<file path="src/rtl/keypad_scanner.sv">
// keypad_scanner: debounced 4x4 matrix keypad scanner.
// Drives one column low at a time; outputs key index, hold level and press strobe.
module keypad_scanner #(
  parameter int SCAN_DIV = 50000,
  parameter int DEBOUNCE = 4
) (
  input  logic       clk,
  input  logic       rst,
  input  logic [3:0] fila,
  output logic [3:0] col,
  output logic [3:0] posicion,
  output logic       opr,
  output logic       pulse
);

  localparam int DW = (SCAN_DIV > 2) ? $clog2(SCAN_DIV) : 1;
  localparam int BW = (DEBOUNCE > 1) ? $clog2(DEBOUNCE) : 1;
  localparam logic [DW-1:0] DIV_LAST = DW'(SCAN_DIV - 1);
  localparam logic [BW-1:0] DB_LAST  = BW'(DEBOUNCE - 1);

  typedef enum logic [1:0] {
    S_SCAN,
    S_DEB,
    S_HELD
  } state_t;

  logic [3:0]    r_s1;
  logic [3:0]    r_s2;
  logic [DW-1:0] r_div;
  logic [1:0]    r_ci;
  logic [3:0]    r_col;
  state_t        r_state;
  logic [3:0]    r_cand;
  logic [BW-1:0] r_cnt;
  logic [3:0]    r_pos;
  logic          r_opr;
  logic          r_pulse;

  logic          w_tick;
  logic          w_hit;
  logic [1:0]    w_row;
  logic [3:0]    w_key;
  logic          w_up;

  assign w_tick = (r_div == DIV_LAST);
  assign w_hit  = ~&r_s2;
  assign w_key  = {w_row, r_ci};
  assign w_up   = r_s2[r_cand[3:2]];

  // lowest active-low row wins when several are pressed
  always_comb begin
    w_row = 2'd0;
    priority case (1'b1)
      !r_s2[0]: w_row = 2'd0;
      !r_s2[1]: w_row = 2'd1;
      !r_s2[2]: w_row = 2'd2;
      !r_s2[3]: w_row = 2'd3;
      default:  w_row = 2'd0;
    endcase
  end

  // two-flop synchronizer; idle rows read high
  always_ff @(posedge clk or negedge rst) begin
    if (!rst) begin
      r_s1 <= 4'hF;
      r_s2 <= 4'hF;
    end else begin
      r_s1 <= fila;
      r_s2 <= r_s1;
    end
  end

  // column dwell counter; terminal count is the sample instant
  always_ff @(posedge clk or negedge rst) begin
    if (!rst) begin
      r_div <= '0;
    end else if (w_tick) begin
      r_div <= '0;
    end else begin
      r_div <= r_div + DW'(1);
    end
  end

  // scan / debounce / held state machine with registered outputs
  always_ff @(posedge clk or negedge rst) begin
    if (!rst) begin
      r_state <= S_SCAN;
      r_ci    <= 2'd0;
      r_col   <= 4'b1110;
      r_cand  <= 4'd0;
      r_cnt   <= '0;
      r_pos   <= 4'd0;
      r_opr   <= 1'b0;
      r_pulse <= 1'b0;
    end else begin
      r_pulse <= 1'b0;
      if (w_tick) begin
        case (r_state)
          S_SCAN: begin
            if (w_hit) begin
              r_cand <= w_key;
              if (DEBOUNCE == 1) begin
                r_state <= S_HELD;
                r_pos   <= w_key;
                r_opr   <= 1'b1;
                r_pulse <= 1'b1;
                r_cnt   <= '0;
              end else begin
                r_state <= S_DEB;
                r_cnt   <= BW'(1);
              end
            end else begin
              r_ci  <= r_ci + 2'd1;
              r_col <= {r_col[2:0], r_col[3]};
            end
          end
          S_DEB: begin
            if (w_hit && (w_key == r_cand)) begin
              if (r_cnt == DB_LAST) begin
                r_state <= S_HELD;
                r_pos   <= r_cand;
                r_opr   <= 1'b1;
                r_pulse <= 1'b1;
                r_cnt   <= '0;
              end else begin
                r_cnt <= r_cnt + BW'(1);
              end
            end else begin
              r_state <= S_SCAN;
              r_cnt   <= '0;
              r_ci    <= r_ci + 2'd1;
              r_col   <= {r_col[2:0], r_col[3]};
            end
          end
          S_HELD: begin
            if (!w_up) begin
              r_cnt <= '0;
            end else if (r_cnt == DB_LAST) begin
              r_state <= S_SCAN;
              r_opr   <= 1'b0;
              r_cnt   <= '0;
              r_ci    <= r_ci + 2'd1;
              r_col   <= {r_col[2:0], r_col[3]};
            end else begin
              r_cnt <= r_cnt + BW'(1);
            end
          end
          default: begin
            r_state <= S_SCAN;
          end
        endcase
      end
    end
  end

  assign col      = r_col;
  assign posicion = r_pos;
  assign opr      = r_opr;
  assign pulse    = r_pulse;

endmodule

</file>
<file path="config.mk">
export PLATFORM = sky130hd
export DESIGN_NAME = keypad_scanner
export DESIGN_NICKNAME = d
export VERILOG_FILES = /design/src/rtl/keypad_scanner.sv
export SDC_FILE = /design/constraint.sdc
export NUM_CORES = 1
export LEC_CHECK = 0
export BUFFER_PORTS_ARGS = -buffer_cell sky130_fd_sc_hd__buf_4
export CORE_ASPECT_RATIO = 1.2
export CORE_MARGIN = 2
export CORE_UTILIZATION = 35
export DETAILED_ROUTE_END_ITERATION = 10
export HOLD_SLACK_MARGIN = 0.03
export SLEW_MARGIN = 5
export SYNTH_ARGS = -nofsm -noshare
export SYNTH_HDL_FRONTEND = slang
export SYNTH_SLANG_ARGS = --single-unit
export TNS_END_PERCENT = 5
</file>
<file path="constraint.sdc">
create_clock -name clk -period 2.6 [get_ports clk]
set_clock_uncertainty 0.2 [all_clocks]
set_input_delay 0.52 -clock clk [delete_from_list [all_inputs] [get_ports clk]]
set_output_delay 0.52 -clock clk [all_outputs]
set_load 0.05 [all_outputs]
</file>
==> results of run 1 <==
-- critical path, cell delays in order, from the launching register on --
cell,delay (ns)
dfrtp_1,0.44
or4b_4,0.57
nor4_4,0.27
buf_4,0.21
nand2_4,0.05
nor3_4,0.25
mux2_1,0.35
-- state kept, by name, summed over array words and instances (netlist names) --
name      cells
col           4
opr           1
posicion      4
pulse         1
r_cand        4
r_ci          2
r_cnt         2
r_div        16
r_s1          4
r_s2          4
r_state       2
-- routing by layer --
layer / vias to the layer above / track usage / routed length (um)
met5: - / 0 / 0
met3: 7 / 0.0251 / 141
li1: 698 / - / -
met4: 0 / 0.0649 / 99
met2: 28 / 0.187 / 1650
met1: 670 / 0.180 / 1750
-- area by class of cell --
cell class                 count  area (um^2)  share of cell area
sequential                    44         1110               0.459
tap                           80          100              0.0412
clock inverter                 2         17.5             0.00722
multi-input combinational    128          933               0.385
clock buffer                   6         93.8              0.0387
timing repair buffer          19          145              0.0598
inverter                       6         22.5             0.00928
-- kinds of logic (layout without fill, tap and decap cells) --
logic type	after synthesis	in the layout
compound gates	19	19
simple gates	73	73
flops	44	44
buf+inv	9	33
mux	12	12
xor+xnor	18	18
fa+ha+maj	6	6
-- repair_timing --
action / CTS / global route
resized for setup: 0 / 0
hold buffers: 1 / 0
endpoints found under the hold margin: 33 / 0
-- worst max path at each step --
stage / to / slack, ns
4_1_cts: col[0] / 0.13
3_5_place_dp: col[0] / 0.14
2_1_floorplan: col[0] / 0.30
3_3_place_gp: col[0] / 0.21
5_1_grt: col[0] / 0.03
6_report: col[0] / 0.14
-- stage by stage --
| stage | hold slack (ns) | power (mW) | utilization | setup WS [ns] |
|---|---|---|---|---|
| 2_1_floorplan | 0.0244 | 0.721 | - | 0.301 |
| 3_3_place_gp | 0.145 | 0.743 | 0.404 | 0.213 |
| 3_5_place_dp | 0.147 | 0.743 | 0.404 | 0.141 |
| 4_1_cts | 0.114 | 1.24 | 0.425 | 0.127 |
| 5_1_grt | 0.0936 | 1.27 | 0.425 | 0.0278 |
| 6_report | 0.125 | 1.22 | 0.425 | 0.142 |
-- synthesized netlist by cell type (3+ instances only) --
| master | instances |
|---|---|
| o21ai_0 | 4 |
| nand2_1 | 12 |
| ha_1 | 6 |
| nand3_1 | 12 |
| dfstp_2 | 11 |
| inv_1 | 6 |
| a31oi_1 | 6 |
| a21oi_1 | 3 |
| and2_1 | 4 |
| xnor2_1 | 9 |
| nand4_1 | 6 |
| xor2_1 | 9 |
| dfrtp_1 | 33 |
| nor4_1 | 4 |
| mux2_1 | 11 |
| and3_1 | 3 |
| nor2_1 | 13 |
| nor3_1 | 3 |
-- power groups by stage --
stage,clock (mW),sequential (mW),combinational (mW)
finish,0.486,0.703,0.0273
global route,0.537,0.704,0.0318
CTS,0.505,0.702,0.0289
detailed placement,0,0.715,0.0276
global placement,0,0.715,0.0277
floorplan,0,0.713,0.00880
==> impl_results.md, run 1 <==
* # DRC at 0
* EDFF count, synth at 0
* Multiplexer share of the synthesized area at 0.0701
* Hold Startpoint: fila[2]
* Reg2Reg Setup Slack at around 0.14 ns
* Crit path required time at ~2.6 ns
* Port bufs at 15
* Xor-xnor portion of the synthesized cell area at 0.0754
* Post-synthesis simple-gate area fraction at 0.204
* Vias per cell at 4.92
* Kind of critical path: reg2reg
* Die width at 74.5 um
* Core Region at 5710 um^2
* Fin cells at 285
* Ys flop type: dfrtp_1
* Pwr/cell area at 501 nW/um^2
* Fmax at 407 MHz
* Adder-cell share of the synthesized area at 0.0359
* # IOs at 16
* Final setup vio count at 0
* Filler Cell Count at between 500 and 600
* CP max FO at 6
* Row cnt at 30
* Starting Density at 0.366
* Dpl hpwl at 2.57 mm
* Commonest non-fill, non-tap cell in the layout: dfrtp_1
* CTS H-tree depth at 2
* Worst slew pin tran at 0.554 ns
* Peak supply drop at approximately 0.00029 V
* Cell Area, Placed at 2310 um^2
* First-pass GRT wire length at 6.47 mm
* Crit. Startpoint: r_div[7]
* Top cells by area, synth: dfrtp_1 40%, dfstp_2 14%, mux2_1 5.9%
* Via Count at 1403
* Combinational Power Share at 0.022
* Number of synthesized register bits at 44
* GRT Util Overall at 0.128
* Synth-to-layout area growth at 16.2%
* Leak at 1.10 nW
* TritonCTS buffer count at 5
* Drt first pass iters at 4
* Setup crit end kind: flip-flop
* Largest family of logic cells by synthesized area: simple AND/OR/NAND/NOR gates
* Slew Limit Fails at 0
* Average size of a mapped cell at ~12 um^2
* Reg2Reg Depth at 6
* Startpoint Class: flip-flop
* Drt first-iter violations at 46
* Total congestion overflow at 0
* Synth Warn # at 0
* Number of global-route vias before repair at 1342
* Final wirelength at between 3 and 4 mm
* Final Cell Area at 2430 um^2
* Register area share after synthesis at 0.534
* Die area at 6610 um^2
* Distinct cells, synth at 41
* FFs w/ async S/R, synth at 1.00
* Most frequent cells in the layout: 33 x dfrtp_1, 18 x buf_4, 13 x nor2_1, 12 x nand3_1, 12 x nand2_1
* WHS Endpoint: r_s1[2]
* Worst-Skew Late Latency at 0.30 ns
* Post-Synthesis Cell Area at 2090 um^2
* Post-synth net total at around 190
* Longest Clk Path Bufs at 2
* Final min period at 2.46 ns
* WHS Path Cells at 1
* RSZ-0062 raised after global routing: false
* Largest net degree at the start of global routing at 45
* Switching pwr at 0.260 mW
* Clock sink count at between 40 and 50
* Cell internal pwr at 0.956 mW
* Routed Antenna Nets at 0
* Ant diodes at 0
* Sw Share at 0.214
* Final Cycle Share at 0.945
* Layout cell share with drive strength beyond 1 at 0.224
* Compound-gate portion of the synthesized area at 0.0611
* Crit path DAT at 2.44 ns
* RR Startpoint: r_div[7]
* Routability-driven placement congestion ratio at 0.865
* Layout Nets at approximately 220
* Root Driver: clkbuf_8
* Post-synth top area share at 0.395
* Initial antenna violation count at 0
* Clock share of power at 0.400
* Die Span Y at 88.6 um
* CTS tree: built
* Final setup TNS at 0 ns
* Sequential power share at 0.578
* Number of setup buffers added after CTS at 0
* Count of final hold-check violations at 0
* Largest area contributor in the netlist: dfrtp_1
* DR WL/cell at 12.8 um
* Dpl cells at 276
* Hold Crit Class: in2reg
* Syn Inst Count at 181
* Slew margin rel. at 0.627
* R2R Path End: col[0]
* Outcome: completed
* CTS clk-pin slew, worst paths at 0.08 ns
* Max_cap viols at 0
No activity file was read; power rests on OpenSTA's default activity.
==> run 2, diff against run 1 <==
--- a/config.mk
+++ b/config.mk
@@ -5,6 +5,7 @@
 export SDC_FILE = /design/constraint.sdc
 export NUM_CORES = 1
 export LEC_CHECK = 0
+export ABC_AREA = 1
 export BUFFER_PORTS_ARGS = -buffer_cell sky130_fd_sc_hd__buf_4
 export CORE_ASPECT_RATIO = 1.2
 export CORE_MARGIN = 2
==> run 2 against run 1 <==
Effect of this change: routed wire length increased by 19%; final area rose by 5.4%; cell count up 34%; global-route usage grew 0.45 points; setup slack improved by 0.51 ns; synthesized area grew 7.0%; via count grew 27%; first-iteration DRC count increased by 50%; die area up 6.6%; worst hold slack improved by 0.010 ns; synthesized cell count grew 53%; fmax increased by 26%; largest cell class unchanged.
==> impl_results.md, run 2 <==
* CTS clk-pin slew, worst paths at 0.08 ns (about the same)
* Worst-Skew Late Latency at 0.29 ns (about the same)
* Layout Utilization at 0.420 (-0.00526)
* Dpl hpwl at 3.25 mm (+26%)
* Crit-path slowest cell: dfrtp_1
* Largest Register: r_div
* Syn Inst Count at 277 (+53%)
* TritonCTS buffer count at 5 (unchanged)
* Total congestion overflow at 0 (unchanged)
* Number of synthesized register bits at 44 (unchanged)
* Post-cts sizing count at 0 (unchanged)
* Commonest non-fill, non-tap cell in the layout: nand2_1
* Number of setup buffers added after CTS at 0 (unchanged)
* Largest net degree at the start of global routing at 45 (unchanged)
* Port bufs at 15 (unchanged)
* Hold_buf cts at 1 (unchanged)
* Pwr/cell area at 469 nW/um^2 (-6.4%)
* Ys flop type: dfrtp_1
* Setup crit end kind: flip-flop
* Longest Clk Path Bufs at 2 (unchanged)
* Final Cell Area at 2560 um^2 (+5.4%)
* Routed Antenna Nets at 0 (unchanged)
* Routability-driven placement congestion ratio at 0.869 (+0.52%)
* CP delay by family, top: simple AND/OR/NAND/NOR gates
* Root Driver: clkbuf_8
* Worst slew pin tran at 0.545 ns (-0.00949 ns)
* List of most frequent post-synthesis cells: 80 x nand2_1, 37 x inv_1, 33 x dfrtp_1
* Final setup TNS at 0 ns (unchanged)
* RSZ-0062 raised after global routing: false
* Slew Limit Fails at 0 (unchanged)
* Final setup vio count at 0 (unchanged)
* Clock sink count at 44 (unchanged)
* Largest area contributor in the netlist: dfrtp_1
* Number of global-route vias before repair at 1697 (+26%)
* Cell Chain, Critical Path: ha_1 -> nand2_2 -> nor2_4 -> nand3_2 -> nor2_4 -> nand2_2 -> nand3b_4 -> inv_2 -> nand2_1 -> nand2_1
* Core Region at 6090 um^2 (+6.7%)
* CTS H-tree depth at 2 (unchanged)
* DR WL/cell at 11.4 um (-11%)
* CTS tree: built
* Top cells by area, synth: dfrtp_1 37%, nand2_1 13%, dfstp_2 13%
* Drt first pass iters at 4 (unchanged)
* Worst stage delay on the critical path at 0.38 ns (-0.19 ns)
* Power consumption at 1.20 mW (-1.3%)
* EDFF count, synth at 0 (unchanged)
* Slew margin rel. at 0.637 (+0.00973)
* Hold Worst Slack at 0.135 ns (+0.0102 ns)
* Kind of critical path: reg2reg
* Cell Area, Placed at 2450 um^2 (+6.1%)
* Count of final hold-check violations at 0 (unchanged)
* Most frequent cells in the layout: 80 x nand2_1, 37 x inv_1, 33 x dfrtp_1, 32 x nor2_1, 18 x nand3_1
* GRT Util Overall at 0.133 (+0.00447)
* Outcome: completed
* Crit path DAT at 1.98 ns (-0.46 ns)
* Average size of a mapped cell at 8.07 um^2 (-30%)
* Hold Crit Class: in2reg
* Row cnt at 31 (+3.3%)
* Post-Synthesis Cell Area at 2240 um^2 (+7.0%)
* # DRC at 0 (unchanged)
* Fmax at 514 MHz (+26%)
* Post-synth net total at 289 (+50%)
* Starting Density at 0.367 (+0.000939)
* Die area at 7050 um^2 (+6.6%)
* Die width at 77.0 um (+3.3%)
* Vias per cell at 4.68 (-4.9%)
* Via Count at 1788 (+27%)
* # IOs at 16 (unchanged)
* Synth-to-layout area growth at 14.4%
* Most frequent cell after synthesis: nand2_1
* Crit path required time at 2.63 ns (+0.05 ns)
* Layout cell share with drive strength beyond 1 at 0.170 (-0.0544)
* Initial antenna violation count at 0 (unchanged)
* FFs w/ async S/R, synth at 1.00 (unchanged)
* Layout Nets at 311 (+44%)
* Peak supply drop at 0.000417 V (+45%)
* Distinct cells, synth at 28 (-32%)
* Synth Warn # at 0 (unchanged)
* Final wirelength at 4.35 mm (+19%)
* Number of flip-flops in the largest register at 16 (unchanged)
* Ant diodes at 0 (unchanged)
* Post-synth top area share at 0.369 (-0.0259)
* Leak at 1.29 nW (+17%)
* Final min period at 1.95 ns (-0.513 ns)
* Max_cap viols at 0 (unchanged)
* Drt first-iter violations at 69 (+50%)
* Die Span Y at 91.6 um (+3.3%)
* CP Buf/Inv Count at 1 (unchanged)
* First-pass GRT wire length at 7.48 mm (+16%)
* Register area share after synthesis at 0.499 (-0.0349)
* Startpoint Class: flip-flop
* Final Cycle Share at 0.748 (-0.197)
* CP max FO at 8 (+2)
run 2: cell count changes in the layout (fill, tap and decap cells not counted), sizes merged, moves of 5 or more:
| cell | before | now |
|---|---|---|
| xnor2 | 9 | 1 |
| inv | 6 | 41 |
| nand3 | 12 | 19 |
| o21ai | 4 | 15 |
| nor2 | 13 | 37 |
| mux2 | 11 | 0 |
| nand2 | 13 | 82 |
| a31oi | 6 | 1 |
run 2: per-layer routing:
| metal | GRT usage | up-vias | share of wire |
|---|---|---|---|
| met5 | 0 | - | 0 |
| met3 | 0.0298 | 9 | 0.031 |
| li1 | - | 911 | - |
| met2 | 0.219 | 34 | 0.46 |
| met1 | 0.163 | 834 | 0.48 |
| met4 | 0.0621 | 0 | 0.023 |
run 2: cells by family after synthesis:
logic type	share of synthesized area
buffers and inverters	0.0711
AO/OA/AOI/OAI	0.0520
flip-flops	0.499
AND/OR/NAND/NOR	0.321
XOR/XNOR	0.0235
adder cells (fa/ha/maj)	0.0336
run 2: cell type report:
cell class / instances / area (um^2)
Clock buffer: 7 / 97.6
Tap cell: 82 / 103
Multi-Input combinational cell: 191 / 962
Fill cell: 626 / 3530
Timing Repair Buffer: 16 / 123
Inverter: 41 / 154
Sequential cell: 44 / 1110
Clock inverter: 1 / 5.00
run 2: stage by stage:
stage | setup WS, ns | std cells
after floorplan | 0.898 | 277
after global placement | 0.750 | 373
after detailed placement | 0.703 | 373
after CTS | 0.669 | 382
after global routing | 0.481 | 382
final | 0.655 | 382
run 2: worst paths after layout:
| path | to | cells past startpoint | slack [ns] | start |
|---|---|---|---|---|
| hold reg to reg | r_s2[1] | 0 | 0.16 | r_s1[1] |
| max in group asynchronous | col[2] | 2 | 1.26 | rst |
| min in group asynchronous | r_div[7] | 2 | 0.53 | rst |
| hold / removal | r_s1[0] | 1 | 0.13 | fila[0] |
| setup / recovery | col[1] | 10 | 0.65 | r_div[0] |
| setup reg to reg | col[1] | 10 | 0.65 | r_div[0] |
run 2: report_power, final:
group | total (mW) | internal (mW) | switching, mW
registers | 0.699 | 0.695 | 0.00322
logic | 0.0303 | 0.00935 | 0.0210
clock network | 0.471 | 0.246 | 0.225
total | 1.20 | 0.951 | 0.249
==> run 3, diff against run 2 <==
==> constraint.sdc (replaced) <==
create_clock -name clk -period 1.9 [get_ports clk]
set_clock_uncertainty 0.2 [all_clocks]
set_input_delay 0.38 -clock clk [delete_from_list [all_inputs] [get_ports clk]]
set_output_delay 0.38 -clock clk [all_outputs]
set_load 0.05 [all_outputs]
==> run 3 against run 2 <==
Effect of this change: non-clock buffer count increased by 17; sequential share of layout area decreased by 3.5 points; combinational power increased by 66%; critical path depth unchanged; sequential power increased by 37%; flip-flop and latch count unchanged; worst hold slack improved by 0.024 ns; first-iteration DRC count increased by 48%; global-route usage increased by 0.50 points; core utilization increased by 3.7 points; clock power increased by 59%; via count increased by 2.0%; critical path type unchanged; critical endpoint unchanged; largest cell class unchanged.
==> impl_results.md, run 3 (synthesized netlist as in run 2, its figures left out) <==
* Sequential power share at 0.545 (-0.037)
* Vias per cell at 4.57 (-2.4%)
* Dpl cells at 379 (+1.6%)
* Final min period at 1.89 ns (-0.0549 ns)
* Die area at 7050 um^2 (unchanged)
* Slew Limit Fails at 0 (unchanged)
* Drt first-iter violations at 102 (+48%)
* Starting Density at 0.367 (unchanged)
* CP Buf/Inv Count at 1 (unchanged)
* Initial antenna violation count at 0 (unchanged)
* Core Region at 6090 um^2 (unchanged)
* Die width at 77.0 um (unchanged)
* Clock sink count at 44 (unchanged)
* GRT Util Overall at 0.138 (+0.00500)
* Final Cycle Share at 0.995 (+0.247)
* CP max FO at 8 (unchanged)
* Kind of critical path: reg2reg
* Crit path DAT at 1.94 ns (-0.04 ns)
* Largest Register: r_div
* CTS H-tree depth at 2 (unchanged)
* Dpl hpwl at 3.23 mm (-0.48%)
* Startpoint Class: flip-flop
* Sw Share at 0.202 (-0.00552)
* Worst stage delay on the critical path at 0.38 ns (about the same)
* Layout Nets at 328 (+5.5%)
* Port bufs at 15 (unchanged)
* Cell Chain, Critical Path: ha_2 -> nand2_2 -> nor2_4 -> nand3_2 -> nor2_4 -> nand2_2 -> nand3b_4 -> inv_4 -> nand2_1 -> nand2_1
* Register area at 1110 um^2 (unchanged)
* Worst-Skew Late Latency at 0.30 ns (about the same)
* Leak at 1.39 nW (+8.3%)
* # DRC at 0 (unchanged)
* Worst slew pin tran at 0.552 ns (+0.00757 ns)
* RSZ-0062 raised after global routing: true
* Row cnt at 31 (unchanged)
* Layout cell share with drive strength beyond 1 at 0.240 (+0.0697)
* CTS clk-pin slew, worst paths at 0.09 ns (about the same)
* Longest Clk Path Bufs at 2 (unchanged)
* Final setup margin at 0.00965 ns (-0.645 ns)
* First-pass GRT wire length at 7.79 mm (+4.2%)
* Max_cap viols at 0 (unchanged)
* Cell Area, Placed at 2490 um^2 (+1.8%)
* Crit path required time at 1.95 ns (-0.68 ns)
* Via Count at 1823 (+2.0%)
* Drt first pass iters at 4 (unchanged)
* Clock share of power at 0.426 (+0.033)
* Crit-path slowest cell: dfrtp_1
* # IOs at 16 (unchanged)
* Fmax at 529 MHz (+2.9%)
* Ant diodes at 0 (unchanged)
* Switching pwr at 0.354 mW (+42%)
* Final setup TNS at 0 ns (unchanged)
* Number of flip-flops in the largest register at 16 (unchanged)
* Routability-driven placement congestion ratio at 0.856 (-1.5%)
* Count of final hold-check violations at 0 (unchanged)
* Final Cell Area at 2790 um^2 (+8.9%)
* Peak supply drop at 0.000406 V (-2.7%)
* Number of global-route vias before repair at 1729 (+1.9%)
* Synth-to-layout area growth at 24.6%
* Combinational Power Share at 0.029 (+0.004)
* Fin cells at 399 (+4.5%)
* Setup crit end kind: flip-flop
* CTS tree: built
* Worst slack, placed at -0.0171 ns (-0.720 ns)
* Total congestion overflow at 0 (unchanged)
* Multi-input gate area at 1030 um^2 (+7.0%)
* Most frequent cells in the layout: 76 x nand2_1, 36 x inv_1, 33 x dfrtp_1, 31 x nor2_1, 28 x buf_4
* Power consumption at 1.75 mW (+46%)
* Pwr/cell area at 630 nW/um^2 (+34%)
* Hold Crit Class: reg2reg
* Largest net degree at the start of global routing at 45 (unchanged)
* CP delay by family, top: simple AND/OR/NAND/NOR gates
* Final wirelength at 4.50 mm (+3.5%)
* Filler Cell Count at 605 (-3.4%)
* Cell internal pwr at 1.40 mW (+47%)
* TritonCTS buffer count at 5 (unchanged)
* Root Driver: clkbuf_8
* DR WL/cell at 11.3 um (-0.87%)
* Commonest non-fill, non-tap cell in the layout: nand2_1
* Final setup vio count at 0 (unchanged)
* Slew margin rel. at 0.632 (-0.00505)
* Outcome: completed
* Routed Antenna Nets at 0 (unchanged)
* Die Span Y at 91.6 um (unchanged)
## run 3: cell count changes in the layout (fill, tap and decap cells not counted), sizes merged
cell         change
clkbuf           -1
bufinv           +1
buf             +13
dlygate4sd3      +4
## run 3: layout make-up
cell class / instances / area share
timing repair buffer: 33 / 0.0934
tap: 82 / 0.0368
sequential: 44 / 0.400
multi-input combinational: 191 / 0.370
inverter: 41 / 0.0562
clock buffer: 6 / 0.0296
clock inverter: 2 / 0.0139
## run 3: per-layer routing
layer | part of all wire | GRT usage
met5 | 0 | 0
met4 | 0.022 | 0.0500
met3 | 0.024 | 0.0298
met2 | 0.47 | 0.223
met1 | 0.48 | 0.180
## run 3: worst reg2reg max path: stages, from the launching register on
cell	delay, ns
dfrtp_1	0.38
ha_2	0.20
nand2_2	0.08
nor2_4	0.19
nand3_2	0.11
nor2_4	0.17
nand2_2	0.10
nand3b_4	0.21
inv_4	0.10
nand2_1	0.05
nand2_1	0.05
## run 3: final timing paths
path / endpoint / from / cells after the start / slack, ns
min in group asynchronous: r_div[6] / rst / 2 / 0.40
worst min-delay path: r_s2[0] / r_s1[0] / 0 / 0.16
worst min register to register: r_s2[0] / r_s1[0] / 0 / 0.16
worst max-delay path: col[1] / r_div[0] / 10 / 0.01
worst max register to register: col[1] / r_div[0] / 10 / 0.01
max in group asynchronous: r_div[3] / rst / 2 / 0.71
## run 3: what timing repair did
item,4_1_cts,5_1_grt
hold buffers,5,0
setup endpoints to repair,1,21
setup buffers,0,7
resized for setup,1,19
pin swaps,0,10
hold endpoints to repair,37,0
gates cloned,0,0
## run 3: per-stage QoR
step | util | hold slack (ns)
5_1_grt | 0.457 | 0.168
4_1_cts | 0.438 | 0.159
2_1_floorplan | - | -0.116
6_report | 0.457 | 0.158
3_3_place_gp | 0.409 | 0.146
3_5_place_dp | 0.409 | 0.147
## run 3: power by group through the flow
stage | clock, mW | sequential [mW] | combinational [mW]
floorplan | 0 | 0.973 | 0.0127
detailed placement | 0 | 0.974 | 0.0419
global route | 0.811 | 0.958 | 0.0582
finish | 0.747 | 0.956 | 0.0503
global placement | 0 | 0.974 | 0.0411
CTS | 0.772 | 0.956 | 0.0502
